File: src/rtl/dmem_arbiter.sv
// Two-port (CPU / host) round-robin controller for a small word-addressed data memory.
// Define DMEM_ARB_STATS_EN to add saturating grant/conflict counters.
module dmem_arbiter #(
    parameter int  DEPTH = 16,
    localparam int AW    = $clog2(DEPTH)
) (
    input  logic        clk,
    input  logic        reset,
    input  logic        cpu_req,
    input  logic        cpu_we,
    input  logic [31:0] cpu_addr,
    input  logic [31:0] cpu_wdata,
    output logic [31:0] cpu_rdata,
    output logic        cpu_ready,
    output logic        cpu_err,
    input  logic        host_req,
    input  logic        host_we,
    input  logic [31:0] host_addr,
    input  logic [31:0] host_wdata,
    output logic [31:0] host_rdata,
    output logic        host_ready,
    output logic        host_err,
    output logic [1:0]  grant,
    output logic        busy,
`ifdef DMEM_ARB_STATS_EN
    output logic [15:0] cpu_grants,
    output logic [15:0] host_grants,
    output logic [15:0] conflicts,
`endif
    output logic [31:0] mem_word0
);

    localparam logic [1:0] IDLE   = 2'd0;
    localparam logic [1:0] ACCESS = 2'd1;
    localparam logic [1:0] RESP   = 2'd2;

    localparam logic OWNER_CPU  = 1'b0;
    localparam logic OWNER_HOST = 1'b1;

    logic [1:0]    state_r;
    logic          owner_r;
    logic          last_grant_r;
    logic          we_r;
    logic [31:2]   addr_r;
    logic [31:0]   wdata_r;
    logic [31:0]   mem_r [DEPTH];

    logic [AW-1:0] idx_s;
    logic          oor_s;
    logic [31:0]   result_s;
    logic          conflict_s;
    logic          grant_host_s;
    logic          unused_s;

    // Byte offsets are never used; words only.
    assign unused_s = ^{cpu_addr[1:0], host_addr[1:0]};

    // Arbitration decision and access result for the latched transaction.
    always_comb begin
        idx_s      = addr_r[AW+1:2];
        oor_s      = |addr_r[31:AW+2];
        conflict_s = cpu_req & host_req;
        if (conflict_s) begin
            grant_host_s = (last_grant_r == OWNER_CPU);
        end else begin
            grant_host_s = host_req;
        end
        if (we_r) begin
            result_s = wdata_r;
        end else if (oor_s) begin
            result_s = 32'd0;
        end else begin
            result_s = mem_r[idx_s];
        end
    end

    // Transaction FSM with registered handshake outputs.
    always_ff @(posedge clk or posedge reset) begin
        if (reset) begin
            state_r      <= IDLE;
            owner_r      <= OWNER_CPU;
            last_grant_r <= OWNER_HOST;
            we_r         <= 1'b0;
            addr_r       <= 30'd0;
            wdata_r      <= 32'd0;
            grant        <= 2'b00;
            busy         <= 1'b0;
            cpu_ready    <= 1'b0;
            cpu_err      <= 1'b0;
            cpu_rdata    <= 32'd0;
            host_ready   <= 1'b0;
            host_err     <= 1'b0;
            host_rdata   <= 32'd0;
        end else begin
            case (state_r)
                IDLE: begin
                    if (cpu_req || host_req) begin
                        state_r      <= ACCESS;
                        owner_r      <= grant_host_s;
                        last_grant_r <= grant_host_s;
                        grant        <= grant_host_s ? 2'b10 : 2'b01;
                        busy         <= 1'b1;
                        we_r         <= grant_host_s ? host_we : cpu_we;
                        addr_r       <= grant_host_s ? host_addr[31:2] : cpu_addr[31:2];
                        wdata_r      <= grant_host_s ? host_wdata : cpu_wdata;
                    end else begin
                        state_r <= IDLE;
                    end
                end
                ACCESS: begin
                    state_r <= RESP;
                    if (owner_r == OWNER_HOST) begin
                        host_ready <= 1'b1;
                        host_rdata <= result_s;
                        host_err   <= oor_s;
                    end else begin
                        cpu_ready <= 1'b1;
                        cpu_rdata <= result_s;
                        cpu_err   <= oor_s;
                    end
                end
                RESP: begin
                    state_r    <= IDLE;
                    grant      <= 2'b00;
                    busy       <= 1'b0;
                    cpu_ready  <= 1'b0;
                    cpu_err    <= 1'b0;
                    host_ready <= 1'b0;
                    host_err   <= 1'b0;
                end
                default: begin
                    state_r    <= IDLE;
                    grant      <= 2'b00;
                    busy       <= 1'b0;
                    cpu_ready  <= 1'b0;
                    cpu_err    <= 1'b0;
                    host_ready <= 1'b0;
                    host_err   <= 1'b0;
                end
            endcase
        end
    end

    // Storage array; out-of-range writes are dropped.
    always_ff @(posedge clk or posedge reset) begin
        if (reset) begin
            for (int i = 0; i < DEPTH; i++) begin
                mem_r[i] <= 32'd0;
            end
        end else if (state_r == ACCESS && we_r && !oor_s) begin
            mem_r[idx_s] <= wdata_r;
        end
    end

    assign mem_word0 = mem_r[0];

`ifdef DMEM_ARB_STATS_EN
    // Saturating grant and conflict statistics.
    always_ff @(posedge clk or posedge reset) begin
        if (reset) begin
            cpu_grants  <= 16'd0;
            host_grants <= 16'd0;
            conflicts   <= 16'd0;
        end else if (state_r == IDLE) begin
            if (conflict_s && conflicts != 16'hFFFF) begin
                conflicts <= conflicts + 16'd1;
            end
            if ((cpu_req || host_req) && grant_host_s && host_grants != 16'hFFFF) begin
                host_grants <= host_grants + 16'd1;
            end
            if ((cpu_req || host_req) && !grant_host_s && cpu_grants != 16'hFFFF) begin
                cpu_grants <= cpu_grants + 16'd1;
            end
        end
    end
`endif

endmodule
File: config.mk
export PLATFORM = sky130hd
export DESIGN_NAME = dmem_arbiter
export DESIGN_NICKNAME = d
export VERILOG_FILES = /design/src/rtl/dmem_arbiter.sv
export SDC_FILE = /design/constraint.sdc
export NUM_CORES = 1
export LEC_CHECK = 0
export ABC_CLOCK_PERIOD_IN_PS = 28700
export CAP_MARGIN = 20
export CELL_PAD_IN_SITES_DETAIL_PLACEMENT = 0
export CELL_PAD_IN_SITES_GLOBAL_PLACEMENT = 1
export CORE_MARGIN = 10
export CORE_UTILIZATION = 49
export DETAILED_ROUTE_END_ITERATION = 10
export HOLD_SLACK_MARGIN = 0.06
export PLACE_DENSITY = 0.82
export RECOVER_POWER = 100
export SYNTH_ARGS = -nofsm -noshare
export SYNTH_HDL_FRONTEND = slang
export SYNTH_SLANG_ARGS = --single-unit
File: constraint.sdc
create_clock -name clk -period 28.7 [get_ports clk]
set_input_delay 5.74 -clock clk [delete_from_list [all_inputs] [get_ports clk]]
set_output_delay 5.74 -clock clk [all_outputs]
set_load 0.05 [all_outputs]
==> out/metrics.cfg, run 1 <==
[synth]
yosysSeqAreaShare=0.526
yosysMostFrequentCell=dfrtp_1
yosys_warnings=0
ys_top_cells_by_area=dfrtp_1, mux2_4, mux4_2
synthXorXnorAreaFrac=0
ys_seq_elements=650
ys_top_cells_by_count=dfrtp_1, mux2_4, mux2_2, mux4_2, o21ai_0
synth_nets=2265
syn_inst=2131
synth_compound_area_frac=0.0522
syn_area_sq_um=30900
synth.distinct_cells=41
synth_ff_type=dfrtp_1
netlist.area_leader.share=0.525
synth_top_family_by_area=multiplexers
synth.area.mux_share=0.335
synth-simple-area-share=0.0418
ys_async_sr_fraction=1.00
synth.avg_cell_area_sq_um=14.5
synth_edf_count=0
synthAdderAreaFrac=0
yosys.area.top_type=dfrtp_1

[sta]
tns_ns=0
min_period_ns=14.64
period_share=0.510
maxSlewHeadroom=-1.87
fin_skew_ns=0.0295
fmax_mhz=68.3
hold_slack_ns=0.478
finalHoldViolations=0
finalWorstSetupSlack_ns=14.06
setup_viol=0
report.final.slew_viol_count=1146
tightest_slew_ns=4.30
rsz0062_at_grt=no

[placed_design]
place_ws_ns=19.54
gp_congestion=0.741
portBuffers=232
hpwl_microns=44200
placed_cell_area_sq_um=33300
numPlacedInstances=2999

[critical_path]
rrSetupSlack_ns=20.60
crit_slowest_cell=clkbuf_1
path_buf_inv=6
regToRegEndpoint=host_rdata[7]
cp-start-kind=input port
worst_r2r_path_depth=6
cp.depth=6
slowest_delay_ns=3.02
worst_setup_path_end_kind=asynchronous set/reset pin
critPathLaunch=reset
crit_chain=dlygate4sd3_1 > clkinvlp_2 > clkbuf_1 > clkbuf_1 > clkbuf_1 > buf_16
cpLargestDelayFamily=buffers and inverters
path_class=in -> async
crit_end=mem_r[271]
arrival_ns=15.38
cp.required_ns=29.44
timing.rr.start=addr_r[3]
cp_max_fo=80
crit_top_cell=clkbuf_1

[power_and_ir_drop]
leakage_nw=16.9
power.total_mw=2.79
vdd_drop_max_mv=0.0606
powerDensity_nw_per_um2=81.1

[layout]
drive_above_1_share=0.201
stdcell_area_sq_um=34400
fin_cells=3128
area_growth_syn_to_layout_pct=11.3
post-route-util=0.549
nets=2364

[cts]
cts_tree=yes
path_clk_slew_ns=0.06
cts_root_buf=clkbuf_16
cts_setup_buffers=0
holdBufCountCts=0
clock-sinks=650
htreeDepth=3
cts_resized=0
ctsLongestPathBuffers=3
clk_latency_ns=0.62
cts_made_buffers=70

[hold_path]
hold_path_class=reg -> reg

[die]
die_h_microns=271
num_io_pins=237
start_util=0.493
dieArea_sq_um=73600
die_x_microns=271
num_rows=92
core_area_sq_um=62700

[grt]
grt_overflow=0
grt_pass1_wl_microns=120000
antenna_found_initial=4
grt_use_total=0.206
grt_pass1_vias=20100
grt_max_degree=194

[routing]
wl_per_cell_microns=23.9
num_vias=17900
vias_per_cell=5.72
drc=0
drt-initial-drc-count=1152
ant_nets=0
routed_wl_microns=74600
first_pass_iters=5

[outcome]
violations=max-capacitance violations, max-slew violations
status=complete, but fails checks

[flow_run]
maxCapViolations=26

==> metal layers <==
layer,global-route usage,part of all wire
met1,0.278,0.44
met3,0.0493,0.057
met4,0.0534,0.018
met5,0,0.00027
met2,0.332,0.48
==> state kept, by name (all words and copies together), names as in the netlist <==
name / cells
cpu_err: 1
state_r: 2
addr_r: 30
grant: 2
busy: 1
host_ready: 1
wdata_r: 32
host_rdata: 32
cpu_ready: 1
we_r: 1
mem_word0: 32
host_err: 1
cpu_rdata: 32
owner_r: 1
last_grant_r: 1
mem_r: 480
==> worst min-delay path: cells and delay by family, from the launching register on <==
family          cells  cell delay (ns)
compound gates      1             0.06
flops               1             0.34
simple gates        1             0.05
==> cell type report <==
| cell class | count | area (sq um) |
|---|---|---|
| clock inverter | 31 | 435 |
| tap | 846 | 1060 |
| clock buffer | 91 | 1950 |
| fill | 5178 | 28300 |
| inverter | 6 | 23.8 |
| antenna | 2 | 5.00 |
| sequential | 650 | 16300 |
| multi-input combinational | 1231 | 12100 |
| timing repair buffer | 271 | 2590 |
==> cells by family after synthesis <==
family / count (synthesis)
buf+inv: 250
mux: 700
compound gates: 269
flops: 650
simple gates: 262
==> power breakdown <==
part / switching, mW / internal, mW
registers: 0.162 / 1.00
clock network: 0.374 / 0.571
logic: 0.456 / 0.229
==> cell usage in the layout (no fill, tap or decap), types with 2 or more instances in the layout <==
cell type | synthesis | layout
dfrtp_1 | 649 | 647
mux2_1 | 32 | 322
mux2_2 | 180 | 180
o21ai_0 | 127 | 128
mux4_2 | 128 | 128
clkdlybuf4s50_1 | 0 | 126
nor2_1 | 112 | 111
dlygate4sd3_1 | 0 | 106
nand2_1 | 100 | 100
clkbuf_16 | 0 | 72
a21oi_1 | 69 | 69
a22o_1 | 64 | 64
mux2i_1 | 60 | 60
clkbuf_1 | 91 | 38
nand4_1 | 6 | 14
clkinv_2 | 0 | 14
mux2_4 | 300 | 10
bufinv_16 | 0 | 10
clkbuf_8 | 0 | 8
nor3_1 | 7 | 7
buf_4 | 38 | 7
nand2b_1 | 6 | 6
inv_1 | 6 | 5
nor4_2 | 4 | 4
nor4_1 | 3 | 3
a32oi_1 | 3 | 3
inv_6 | 0 | 3
clkinvlp_4 | 0 | 3
buf_16 | 0 | 3
diode_2 | 0 | 2
and4_1 | 2 | 2
nand4_4 | 10 | 2
nor2b_4 | 0 | 2
or4_4 | 2 | 2
a21o_1 | 2 | 2
==> worst min path at each step <==
stage	slack [ns]	from	endpoint	depth (start not counted)
6_report	0.48	addr_r[16]	addr_r[16]	2
5_1_grt	0.50	mem_r[160]	mem_r[160]	1
4_1_cts	0.48	addr_r[16]	addr_r[16]	2
3_5_place_dp	0.47	addr_r[16]	addr_r[16]	2
3_3_place_gp	0.46	mem_r[287]	mem_r[287]	1
2_1_floorplan	0.44	addr_r[31]	addr_r[31]	2
No activity file was read; power rests on OpenSTA's default activity.
==> inputs of run 2 (changes only) <==
ABC_CLOCK_PERIOD_IN_PS = 12200   (was 28700)
CORE_UTILIZATION = 45   (was 49)
PLACE_DENSITY = 0.79   (was 0.82)
clock period = 12.2 ns   (was 28.7 ns; I/O delays follow)
==> out/metrics.cfg, run 2 (synthesized netlist as in run 1, its figures left out) <==
[outcome]
status=complete, but fails checks  ; unchanged
violations=max-capacitance violations, max-slew violations  ; unchanged

[grt]
grt_busiest_layer=met2  ; unchanged
met3_usage=0.0459  ; was 0.0493
antenna_found_initial=2  ; was 4
grt_overflow=0  ; unchanged
grtUsageMet2=0.309  ; was 0.332
grt_pass1_wl_microns=120000  ; about the same
grt_pass1_vias=19800  ; was 20100
grt_max_degree=204  ; was 194
grt_use_total=0.193  ; was 0.206
grt_use_met1=0.261  ; was 0.278

[sta]
rsz0062_at_grt=no  ; unchanged
fin_skew_ns=0.0237  ; was 0.0295 ns
min_period_ns=7.60
period_share=0.623
tns_ns=0  ; unchanged
maxSlewHeadroom=-1.77  ; was -1.87
report.final.slew_viol_count=920  ; was 1146
tightest_slew_ns=4.16  ; was 4.30 ns
setup_viol=0  ; unchanged
finalHoldViolations=0  ; unchanged
fmax_mhz=132

[critical_path]
path_class=in -> async  ; unchanged
cp-start-kind=input port  ; unchanged
cp.required_ns=12.23  ; was 29.44 ns
worst_setup_path_end_kind=asynchronous set/reset pin  ; unchanged
arrival_ns=7.63  ; was 15.38 ns
rrSetupSlack_ns=4.72  ; was 20.60 ns
cp_max_fo=56  ; was 80

[power_and_ir_drop]
swShare=0.358  ; was 0.355
p_switching_mw=2.36  ; was 0.992 mW
powerDensity_nw_per_um2=191  ; was 81.1 nW/um^2
p_int_mw=4.23  ; was 1.80 mW
p_clk_frac=0.343  ; was 0.338
power_frac_comb=0.238  ; was 0.245
seqPwrFrac=0.419  ; was 0.416
vdd_drop_max_mv=0.130  ; was 0.0606 mV
leakage_nw=16.9  ; about the same

[layout]
mostFrequentLayoutCell=dfrtp_1  ; unchanged
stdcell_area_sq_um=34600  ; was 34400 sq um
largest_register_ffs=480  ; unchanged
regMostFlops=mem_r  ; unchanged
drive_above_1_share=0.206  ; was 0.201
n_antenna_cell=0  ; was 2
nets=2362  ; was 2364
layout_common_cells=dfrtp_1, mux2_1, mux2_2  ; unchanged
area_growth_syn_to_layout_pct=11.7  ; was 11.3%

[die]
dieArea_sq_um=79600  ; was 73600 sq um
core_area_sq_um=68300  ; was 62700 sq um
num_io_pins=237  ; unchanged
die_h_microns=282  ; was 271 microns
die_x_microns=282  ; was 271 microns
start_util=0.453  ; was 0.493
num_rows=96  ; was 92

[routing]
routed_wl_microns=75000  ; was 74600 microns
num_vias=17900  ; about the same
wl_per_cell_microns=23.7  ; was 23.9 microns
vias_per_cell=5.65  ; was 5.72
drt-initial-drc-count=1018  ; was 1152
first_pass_iters=5  ; unchanged
drc=0  ; unchanged
ant_nets=0  ; unchanged

[hold_path]
hold_path_class=reg -> reg  ; unchanged

[placed_design]
placed_cell_area_sq_um=33300  ; about the same
portBuffers=232  ; unchanged
gp_congestion=0.736  ; was 0.741
hpwl_microns=44700  ; was 44200 microns

[cts]
path_clk_slew_ns=0.06  ; about the same
clock-sinks=650  ; unchanged
cts_made_buffers=71  ; was 70
htreeDepth=3  ; unchanged
cts_tree=yes  ; unchanged
cts_setup_buffers=0  ; unchanged
cts_root_buf=clkbuf_16  ; unchanged
cts_resized=0  ; unchanged
ctsLongestPathBuffers=3  ; unchanged
clk_latency_ns=0.62  ; about the same
holdBufCountCts=0  ; unchanged

[flow_run]
maxCapViolations=25  ; was 26

==> run 2: cell types whose count changed in the layout (fill, tap and decap cells not counted), moves of 2 or more <==
cell and delta:
clkbuf_8 +6, clkbuf_1 -9, diode_2 -2, clkinvlp_4 +3
==> run 2: cell type report <==
cell class / instances / area, sq um
well taps: 882 / 1100
clock buffers: 92 / 2000
flip-flops and latches: 650 / 16300
inverters: 6 / 26.3
clock inverters: 36 / 470
multi-input cells: 1231 / 12100
repair buffers: 268 / 2580
fillers: 5808 / 33800
==> run 2: metrics by stage <==
stage               hold slack [ns]  worst slack (ns)  total power [mW]  utilization  cells
finish                        0.479              4.60              6.59        0.506   3165
global route                  0.497              3.55              6.92        0.506   3165
CTS                           0.484              7.29              6.74        0.524   3162
detailed placement            0.471              6.65              4.46        0.488   3034
global placement              0.462              6.81              4.42        0.488   3034
floorplan                     0.440             0.878              3.85            -   2131
==> run 2: per-layer routing <==
layer | vias up | part of all wire
li1 | 7851 | -
met1 | 9473 | 0.44
met5 | - | 0
met3 | 79 | 0.064
met4 | 0 | 0.015
met2 | 468 | 0.48
==> run 2: worst paths after layout <==
path,depth (start not counted),end,startpoint
worst min-delay path,2,addr_r[16],addr_r[16]
worst max-delay path,4,addr_r[11],reset
worst min register to register,2,addr_r[16],addr_r[16]
max in group clk,6,mem_r[269],addr_r[2]
min in group asynchronous,3,wdata_r[20],reset
worst max register to register,6,mem_r[269],addr_r[2]
==> run 2: worst max-delay path, stage by stage <==
cell and delay [ns]:
dlygate4sd3_1 0.57, clkinvlp_4 0.07, clkbuf_1 2.19, clkbuf_1 2.29
==> run 2: power by group through the flow <==
| stage | logic [mW] | registers (mW) | clock network, mW |
|---|---|---|---|
| 2_1_floorplan | 1.08 | 2.77 | 0 |
| 3_3_place_gp | 1.60 | 2.81 | 0 |
| 3_5_place_dp | 1.62 | 2.84 | 0 |
| 4_1_cts | 1.63 | 2.80 | 2.31 |
| 5_1_grt | 1.70 | 2.82 | 2.40 |
| 6_report | 1.57 | 2.76 | 2.26 |
==> inputs of run 3 (changes only) <==
ABC_CLOCK_PERIOD_IN_PS = 7600   (was 12200)
CORE_UTILIZATION = 49   (was 45)
PLACE_DENSITY = 0.82   (was 0.79)
clock period = 7.6 ns   (was 12.2 ns; I/O delays follow)
==> out/metrics.cfg, run 3 (synthesized netlist as in run 1, its figures left out) <==
[outcome]
status=complete, but fails checks  ; unchanged
violations=max-capacitance violations, max-slew violations  ; unchanged

[placed_design]
gp_congestion=0.719  ; was 0.736
numPlacedInstances=2998  ; was 3034
place_ws_ns=3.50  ; was 6.65 ns
hpwl_microns=44200  ; was 44700 microns
portBuffers=232  ; unchanged

[critical_path]
worst_setup_path_end_kind=flip-flop  ; was asynchronous set/reset pin
cp-start-kind=flip-flop  ; was input port
path_class=reg -> reg  ; was in -> async
arrival_ns=5.79  ; was 7.63 ns
rrSetupSlack_ns=2.28  ; was 4.72 ns
crit_top_cell=clkbuf_1  ; unchanged
cp.required_ns=8.07  ; was 12.23 ns
cpLargestDelayFamily=buffers and inverters  ; unchanged
cp_max_fo=36  ; was 56
path_buf_inv=2  ; was 4
crit_chain=and2_0 > clkbuf_1 > and4_1 > clkbuf_1 > mux2_2  ; was dlygate4sd3_1 > clkinvlp_4 > clkbuf_1 > clkbuf_1
crit_slowest_cell=dfrtp_1  ; was clkbuf_1
slowest_delay_ns=1.65  ; was 2.29 ns

[layout]
nets=2363  ; was 2362
largest_register_ffs=480  ; unchanged
post-route-util=0.550  ; was 0.506
area_growth_syn_to_layout_pct=11.5  ; was 11.7%
mostFrequentLayoutCell=dfrtp_1  ; unchanged
layout_common_cells=dfrtp_1, mux2_1, mux2_2  ; unchanged
fin_cells=3130  ; was 3165
drive_above_1_share=0.201  ; was 0.206
regMostFlops=mem_r  ; unchanged

[cts]
ctsLongestPathBuffers=3  ; unchanged
clock-sinks=650  ; unchanged
clk_latency_ns=0.62  ; about the same
path_clk_slew_ns=0.06  ; about the same
cts_tree=yes  ; unchanged
cts_root_buf=clkbuf_16  ; unchanged
cts_made_buffers=71  ; unchanged
holdBufCountCts=0  ; unchanged
cts_resized=0  ; unchanged
htreeDepth=3  ; unchanged
cts_setup_buffers=0  ; unchanged

[power_and_ir_drop]
vdd_drop_max_mv=0.223  ; was 0.130 mV
powerDensity_nw_per_um2=305  ; was 191 nW/um^2
leakage_nw=16.9  ; about the same

[sta]
fin_skew_ns=0.0347  ; was 0.0237 ns
setup_viol=0  ; unchanged
finalHoldViolations=0  ; unchanged
fmax_mhz=188
period_share=0.700
hold_slack_ns=0.484  ; was 0.479 ns
maxSlewHeadroom=-1.38  ; was -1.77
rsz0062_at_grt=no  ; unchanged
tightest_slew_ns=3.57  ; was 4.16 ns
report.final.slew_viol_count=658  ; was 920
finalWorstSetupSlack_ns=2.28  ; was 4.60 ns
min_period_ns=5.32

[die]
die_x_microns=271  ; was 282 microns
start_util=0.493  ; was 0.453
num_io_pins=237  ; unchanged
num_rows=92  ; was 96
core_area_sq_um=62700  ; was 68300 sq um
die_h_microns=271  ; was 282 microns
dieArea_sq_um=73600  ; was 79600 sq um

[grt]
grt_max_degree=176  ; was 204
antenna_found_initial=0  ; was 2
grt_pass1_wl_microns=119000  ; was 120000 microns
grt_pass1_vias=19800  ; about the same
grt_overflow=0  ; unchanged
grt_use_total=0.204  ; was 0.193

[hold_path]
hold_path_class=reg -> reg  ; unchanged

[routing]
drt-initial-drc-count=1104  ; was 1018
routed_wl_microns=74000  ; was 75000 microns
first_pass_iters=5  ; unchanged
num_vias=17800  ; was 17900
vias_per_cell=5.70  ; was 5.65
ant_nets=0  ; unchanged
drc=0  ; unchanged
wl_per_cell_microns=23.6  ; was 23.7 microns

[flow_run]
maxCapViolations=20  ; was 25

## run 3: metal layers
metal / GRT usage / wire length (microns) / up-vias
met5: 0 / 0 / -
met4: 0.0513 / 1190 / 0
met3: 0.0469 / 4500 / 81
met2: 0.326 / 35600 / 450
met1: 0.279 / 32700 / 9415
li1: - / - / 7894
## run 3: worst min-delay path, stage by stage, from the launching register on
cell     delay [ns]
dfrtp_1        0.34
nand2_1        0.05
o21ai_0        0.06
## run 3: area by class of cell
cell class,count,area (sq um)
Antenna cell,1,2.50
Clock buffer,103,2100
Clock inverter,24,353
Fill cell,5195,28200
Inverter,6,23.8
Multi-Input combinational cell,1231,12100
Sequential cell,650,16300
Tap cell,846,1060
Timing Repair Buffer,269,2620
## run 3: final timing paths
| kind | start | to | cells after the start |
|---|---|---|---|
| min | addr_r[7] | addr_r[7] | 2 |
| min in group asynchronous | reset | mem_r[190] | 2 |
| max in group asynchronous | reset | mem_r[431] | 3 |
| min reg2reg | addr_r[7] | addr_r[7] | 2 |
| max reg2reg | we_r | mem_r[286] | 5 |
| max | we_r | mem_r[286] | 5 |
## run 3: where the power goes
part | internal [mW] | total, mW | leakage (nW) | switching, mW
clock | 2.20 | 3.61 | 1.21 | 1.41
combinational | 0.828 | 2.48 | 6.78 | 1.65
sequential | 3.78 | 4.44 | 8.92 | 0.659
## run 3: stage by stage
step | power, mW | TNS, ns | instance area, sq um
5_1_grt | 11.1 | 0 | 34500
6_report | 10.5 | 0 | 34500
3_5_place_dp | 7.14 | 0 | 33300
2_1_floorplan | 6.19 | -1818.65 | 30900
3_3_place_gp | 7.04 | 0 | 33300
4_1_cts | 10.8 | 0 | 35800
